`src/rtl/trig_burst_gen.sv`:
```
// trig_burst_gen: burst of fixed-width trigger pulses started by a rising edge of I_Trig_in
//   I_clk, I_Rst_n           : clock, synchronous active-low reset
//   I_Trig_in                : start request (rising edge, accepted only when idle)
//   I_Trig_Num/Step, I_Delay : pulse count, pulse period, start delay (latched at start)
//   I_Abort                  : ends an active burst without O_Done
//   O_Trig, O_Busy, O_Done   : pulse output, burst active, completion strobe
//   O_Pulse_Cnt              : pulses issued in the current/last burst
module trig_burst_gen #(
    parameter int PULSE_W = 4,
    parameter int DLY_W   = 16
) (
    input  logic             I_clk,
    input  logic             I_Rst_n,
    input  logic             I_Trig_in,
    input  logic [31:0]      I_Trig_Num,
    input  logic [31:0]      I_Trig_Step,
    input  logic [DLY_W-1:0] I_Delay,
    input  logic             I_Abort,
    output logic             O_Trig,
    output logic             O_Busy,
    output logic             O_Done,
    output logic [31:0]      O_Pulse_Cnt
);
    typedef enum logic [2:0] {IDLE, DELAY, PULSE, GAP, DONE} state_t;
    state_t      state_q, state_d;
    logic        trig_prev_q, trig_prev_d;
    logic [31:0] num_q, num_d, step_q, step_d, tmr_q, tmr_d, cnt_q, cnt_d;
    logic        rise;
    logic [31:0] gap_len;
    always_comb begin
        rise        = I_Trig_in & ~trig_prev_q;
        // step <= PULSE_W still leaves one low cycle between pulses
        gap_len     = ({1'b0, step_q} > 33'(PULSE_W)) ? step_q - 32'(PULSE_W) : 32'd1;
        trig_prev_d = I_Trig_in;
        state_d     = state_q;
        num_d       = num_q;
        step_d      = step_q;
        tmr_d       = tmr_q;
        cnt_d       = cnt_q;
        case (state_q)
            IDLE: if (rise) begin
                num_d   = I_Trig_Num;
                step_d  = I_Trig_Step;
                cnt_d   = '0;
                tmr_d   = (I_Delay == '0) ? 32'(PULSE_W - 1) : 32'(I_Delay) - 32'd1;
                state_d = (I_Trig_Num == '0) ? DONE : (I_Delay != '0) ? DELAY : PULSE;
            end
            DELAY: begin
                if (I_Abort) state_d = IDLE;
                else if (tmr_q == '0) begin
                    state_d = PULSE;
                    tmr_d   = 32'(PULSE_W - 1);
                end else tmr_d = tmr_q - 32'd1;
            end
            PULSE: begin
                if (I_Abort) state_d = IDLE;
                else begin
                    // count lands at the end of the first high cycle
                    if (tmr_q == 32'(PULSE_W - 1)) cnt_d = cnt_q + 32'd1;
                    if (tmr_q == '0) begin
                        state_d = (cnt_d == num_q) ? DONE : GAP;
                        tmr_d   = gap_len - 32'd1;
                    end else tmr_d = tmr_q - 32'd1;
                end
            end
            GAP: begin
                if (I_Abort) state_d = IDLE;
                else if (tmr_q == '0) begin
                    state_d = PULSE;
                    tmr_d   = 32'(PULSE_W - 1);
                end else tmr_d = tmr_q - 32'd1;
            end
            DONE:    state_d = IDLE;
            default: state_d = IDLE;
        endcase
    end
    always_ff @(posedge I_clk) begin
        if (!I_Rst_n) begin
            state_q     <= IDLE;
            trig_prev_q <= 1'b0;
            num_q       <= '0;
            step_q      <= '0;
            tmr_q       <= '0;
            cnt_q       <= '0;
        end else begin
            state_q     <= state_d;
            trig_prev_q <= trig_prev_d;
            num_q       <= num_d;
            step_q      <= step_d;
            tmr_q       <= tmr_d;
            cnt_q       <= cnt_d;
        end
    end
    assign O_Trig      = state_q == PULSE;
    assign O_Busy      = (state_q == DELAY) || (state_q == PULSE) || (state_q == GAP);
    assign O_Done      = state_q == DONE;
    assign O_Pulse_Cnt = cnt_q;
endmodule

```
`config.mk`:
```
export PLATFORM = sky130hd
export DESIGN_NAME = trig_burst_gen
export DESIGN_NICKNAME = d
export VERILOG_FILES = /design/src/rtl/trig_burst_gen.sv
export SDC_FILE = /design/constraint.sdc
export NUM_CORES = 1
export LEC_CHECK = 0
export ABC_CLOCK_PERIOD_IN_PS = 5000
export BUFFER_PORTS_ARGS = -buffer_cell sky130_fd_sc_hd__clkbuf_2
export CAP_MARGIN = 20
export CELL_PAD_IN_SITES_DETAIL_PLACEMENT = 1
export CELL_PAD_IN_SITES_GLOBAL_PLACEMENT = 2
export CORE_ASPECT_RATIO = 0.8
export CORE_MARGIN = 2
export CORE_UTILIZATION = 33
export DETAILED_ROUTE_END_ITERATION = 16
export PLACE_DENSITY_LB_ADDON = 0.05
export SETUP_SLACK_MARGIN = 0.15
export SYNTH_ARGS = -nofsm -noshare
export SYNTH_HDL_FRONTEND = slang
export SYNTH_SLANG_ARGS = --single-unit
```
`constraint.sdc`:
```
create_clock -name I_clk -period 5 [get_ports I_clk]
set_input_delay 0.25 -clock I_clk [delete_from_list [all_inputs] [get_ports I_clk]]
set_output_delay 0.25 -clock I_clk [all_outputs]
set_load 0.1 [all_outputs]
```
==> flow_summary.json <==
{
  "placed_cells": 1747,
  "hold_path.class": "in2reg",
  "synthFlopType": "dfxtp_1",
  "synth_compound_area_share_pct": 22.04,
  "fp.dieW_um": 192.4,
  "first_pass_iters": 5,
  "route.detailed.drc": 0,
  "post-cts-setup-buffer-count": 0,
  "post_dp_cell_area_um2": 10210,
  "switchingPower_uw": 1575,
  "rsz0062_at_grt": "false",
  "gp_congestion": 0.8371,
  "ys_ff_latch": 132,
  "vias": 10198,
  "start_util_pct": 33.36,
  "synth_cells": 1331,
  "final-hold-violation-count": 0,
  "setup_tns_ps": 0,
  "placementRows": 55,
  "core_region_area_um2": 28080,
  "critPathCaptureType": "flop",
  "die_y_um": 154.7,
  "synth_area_um2": 9368,
  "status": "complete, no violations",
  "antenna_found_initial": 0,
  "clock-root-buffer": "clkbuf_16",
  "maxSlewHeadroom_pct": 33.22,
  "drtIter0Drc": 793,
  "cap_violations": 0,
  "cts_hold_buf": 0,
  "ios": 119,
  "die-area_um2": 29760,
  "p_int_uw": 2440,
  "cts_buffer_depth": 2,
  "fin_nets": 1488,
  "pwr-share-clk_pct": 34.7,
  "drtAntennaViolNets": 0,
  "pwr-share-comb_pct": 34.2,
  "layout-drive-gt1-share_pct": 13.70,
  "worstPathArrival_ps": 4280,
  "fin_crit_ps": 3949,
  "p_sw_share_pct": 39.22,
  "path_cells": "or4_4, or4_4, nor4b_4, nor2_1, ha_1, and3_1, a32oi_2, a21o_1, o31ai_1, a211oi_1, nor2_1",
  "final_cell_area_um2": 10840,
  "slew_viol_final": 0,
  "powerDensity_nw_per_um2": 370.4,
  "max_slew.worst_pin.slew_ps": 997.9,
  "synthAdderAreaFrac_pct": 1.069,
  "synth_top_family_by_area": "simple AND/OR/NAND/NOR gates",
  "synth-simple-area-share_pct": 33.31,
  "ir_drop_mv": 0.2524,
  "synth_cell_types": 74,
  "gr-total-overflow": 0,
  "ys_seq_area_share_pct": 28.21,
  "htreeDepth": 4,
  "ys_async_sr_fraction_pct": 0,
  "viasPerCell": 5.732,
  "skew_ps": 16.83,
  "max_freq_mhz": 253.2,
  "worst-setup-path-type": "reg2reg",
  "clk_latency_ps": 450,
  "grt_first_pass_wirelength_um": 59030,
  "seqPwrFrac_pct": 31.1,
  "tritoncts": "done",
  "port_buffers": 118,
  "clk_pin_slew_worst_paths_ps": 70,
  "wire_per_inst_um": 21.25,
  "max_stage_delay_ps": 610,
  "totalWireLength_um": 37810,
  "p_leak_uw": 0.003896,
  "synth_edf_count": 0,
  "area_growth_pct": 15.69,
  "cp.required_ps": 5330,
  "grt_use_total_pct": 25.80,
  "synthMuxAreaShare_pct": 0.5343,
  "syn_avg_cell_area_um2": 7.038,
  "finalSetupViolations": 0,
  "grt_pass1_vias": 9813,
  "crit_fanout": 12,
  "hpwlAfterDp_um": 27920,
  "diodes": 0,
  "synth-xor-area-share_pct": 10.00,
  "slowest_stage": "or4_4",
  "cts_buffers": 17,
  "finalCritPeriodShare_pct": 78.98,
  "final_cell_count_no_fill": 1779,
  "cts_resized": 0,
  "syn-num-nets": 1423,
  "critPathLaunchType": "flop",
  "grt_max_degree": 70,
  "numClockSinks": 132,
  "synth_warnings": 0
}
==> through the flow <==
stage	util (%)	setup slack [ps]	total power [µW]	hold slack (ps)
2_1_floorplan	-	988.9	2181	371.7
3_3_place_gp	36.31	1145	2605	446.4
3_5_place_dp	36.35	1074	2618	458.2
4_1_cts	38.60	1049	4028	13.90
5_1_grt	38.60	767.5	4252	28.15
6_report	38.60	1051	4014	30.24
==> Yosys cell counts, drive strengths merged, types with 22 or more instances <==
cell type	number	area, µm²
nor4	48	327.8
nor2	120	450.4
o21ai	77	385.4
nand2	221	829.6
or3	23	148.9
xnor2	74	648.1
o22ai	22	137.6
or4	22	172.7
clkbuf	76	286.5
nand3	36	180.2
a21oi	138	690.7
nor3	53	276.5
dfxtp	132	2643
xor2	33	289.0
inv	22	82.58
==> power by group through the flow <==
| stage | registers (µW) | logic (µW) | clock network [µW] |
|---|---|---|---|
| 2_1_floorplan | 1210 | 969 | 0 |
| 6_report | 1250 | 1370 | 1390 |
| 4_1_cts | 1240 | 1370 | 1420 |
| 3_5_place_dp | 1270 | 1350 | 0 |
| 5_1_grt | 1260 | 1520 | 1470 |
| 3_3_place_gp | 1260 | 1340 | 0 |
==> kinds of logic after synthesis <==
| kind of cell | count (synthesis) |
|---|---|
| flip-flops | 132 |
| AO/OA/AOI/OAI | 340 |
| buffers and inverters | 113 |
| AND/OR/NAND/NOR | 626 |
| multiplexers | 5 |
| adder cells (fa/ha/maj) | 8 |
| XOR/XNOR | 107 |
==> worst max-delay path, delay by kind of cell (launching register included) <==
| kind | cells | cell delay [ps] |
|---|---|---|
| adders and majority gates | 1 | 270 |
| AOI/OAI and AO/OA | 4 | 1210 |
| and+or+nand+nor | 6 | 1900 |
| DFF | 1 | 440 |
==> per-layer routing <==
layer	up-vias	global-route usage [%]	share of wire, %
met3	26	3.608	5.2
met5	-	0	0
li1	4941	-	-
met1	4964	42.63	56
met4	0	4.580	0.85
met2	267	34.40	38
==> registers in the layout, summed over array words and instances, names as in the netlist <==
signal / flops
O_Pulse_Cnt: 32
num_q: 32
step_q: 32
tmr_q: 32
state_q: 3
trig_prev_q: 1
==> cell usage in the layout, fill, tap and decap left out, types with 17 or more instances in the layout <==
cell type,netlist,layout
o22ai_1,22,22
nand2_1,221,221
dfxtp_1,132,132
clkbuf_2,1,118
xor2_1,33,33
or4_1,20,20
nand4_1,20,20
nand3_1,36,36
nor3_1,52,52
o21ai_0,77,77
inv_1,22,21
buf_4,0,18
nor4_1,45,44
clkbuf_16,0,17
a21oi_1,138,138
nor2_1,120,119
xnor2_1,74,74
or3_1,22,22
==> path summary, 6_finish.rpt <==
check / startpoint / to / slack, ps / cells after the start
worst min-delay path: I_Trig_Step[20] / step_q[20] / 30 / 3
worst max register to register: step_q[12] / tmr_q[14] / 1050 / 11
worst max-delay path: step_q[12] / tmr_q[14] / 1050 / 11
worst min register to register: step_q[31] / step_q[31] / 470 / 2
==> cell type report <==
class | instances | area (µm²)
fill | 3561 | 17240
multi-input combinational | 1086 | 6281
tap | 370 | 462.9
clock inverter | 14 | 201.4
inverter | 22 | 83.83
sequential | 132 | 2643
clock buffer | 18 | 429.2
timing repair buffer | 137 | 737.0
Power figures use the tool's default switching activity.
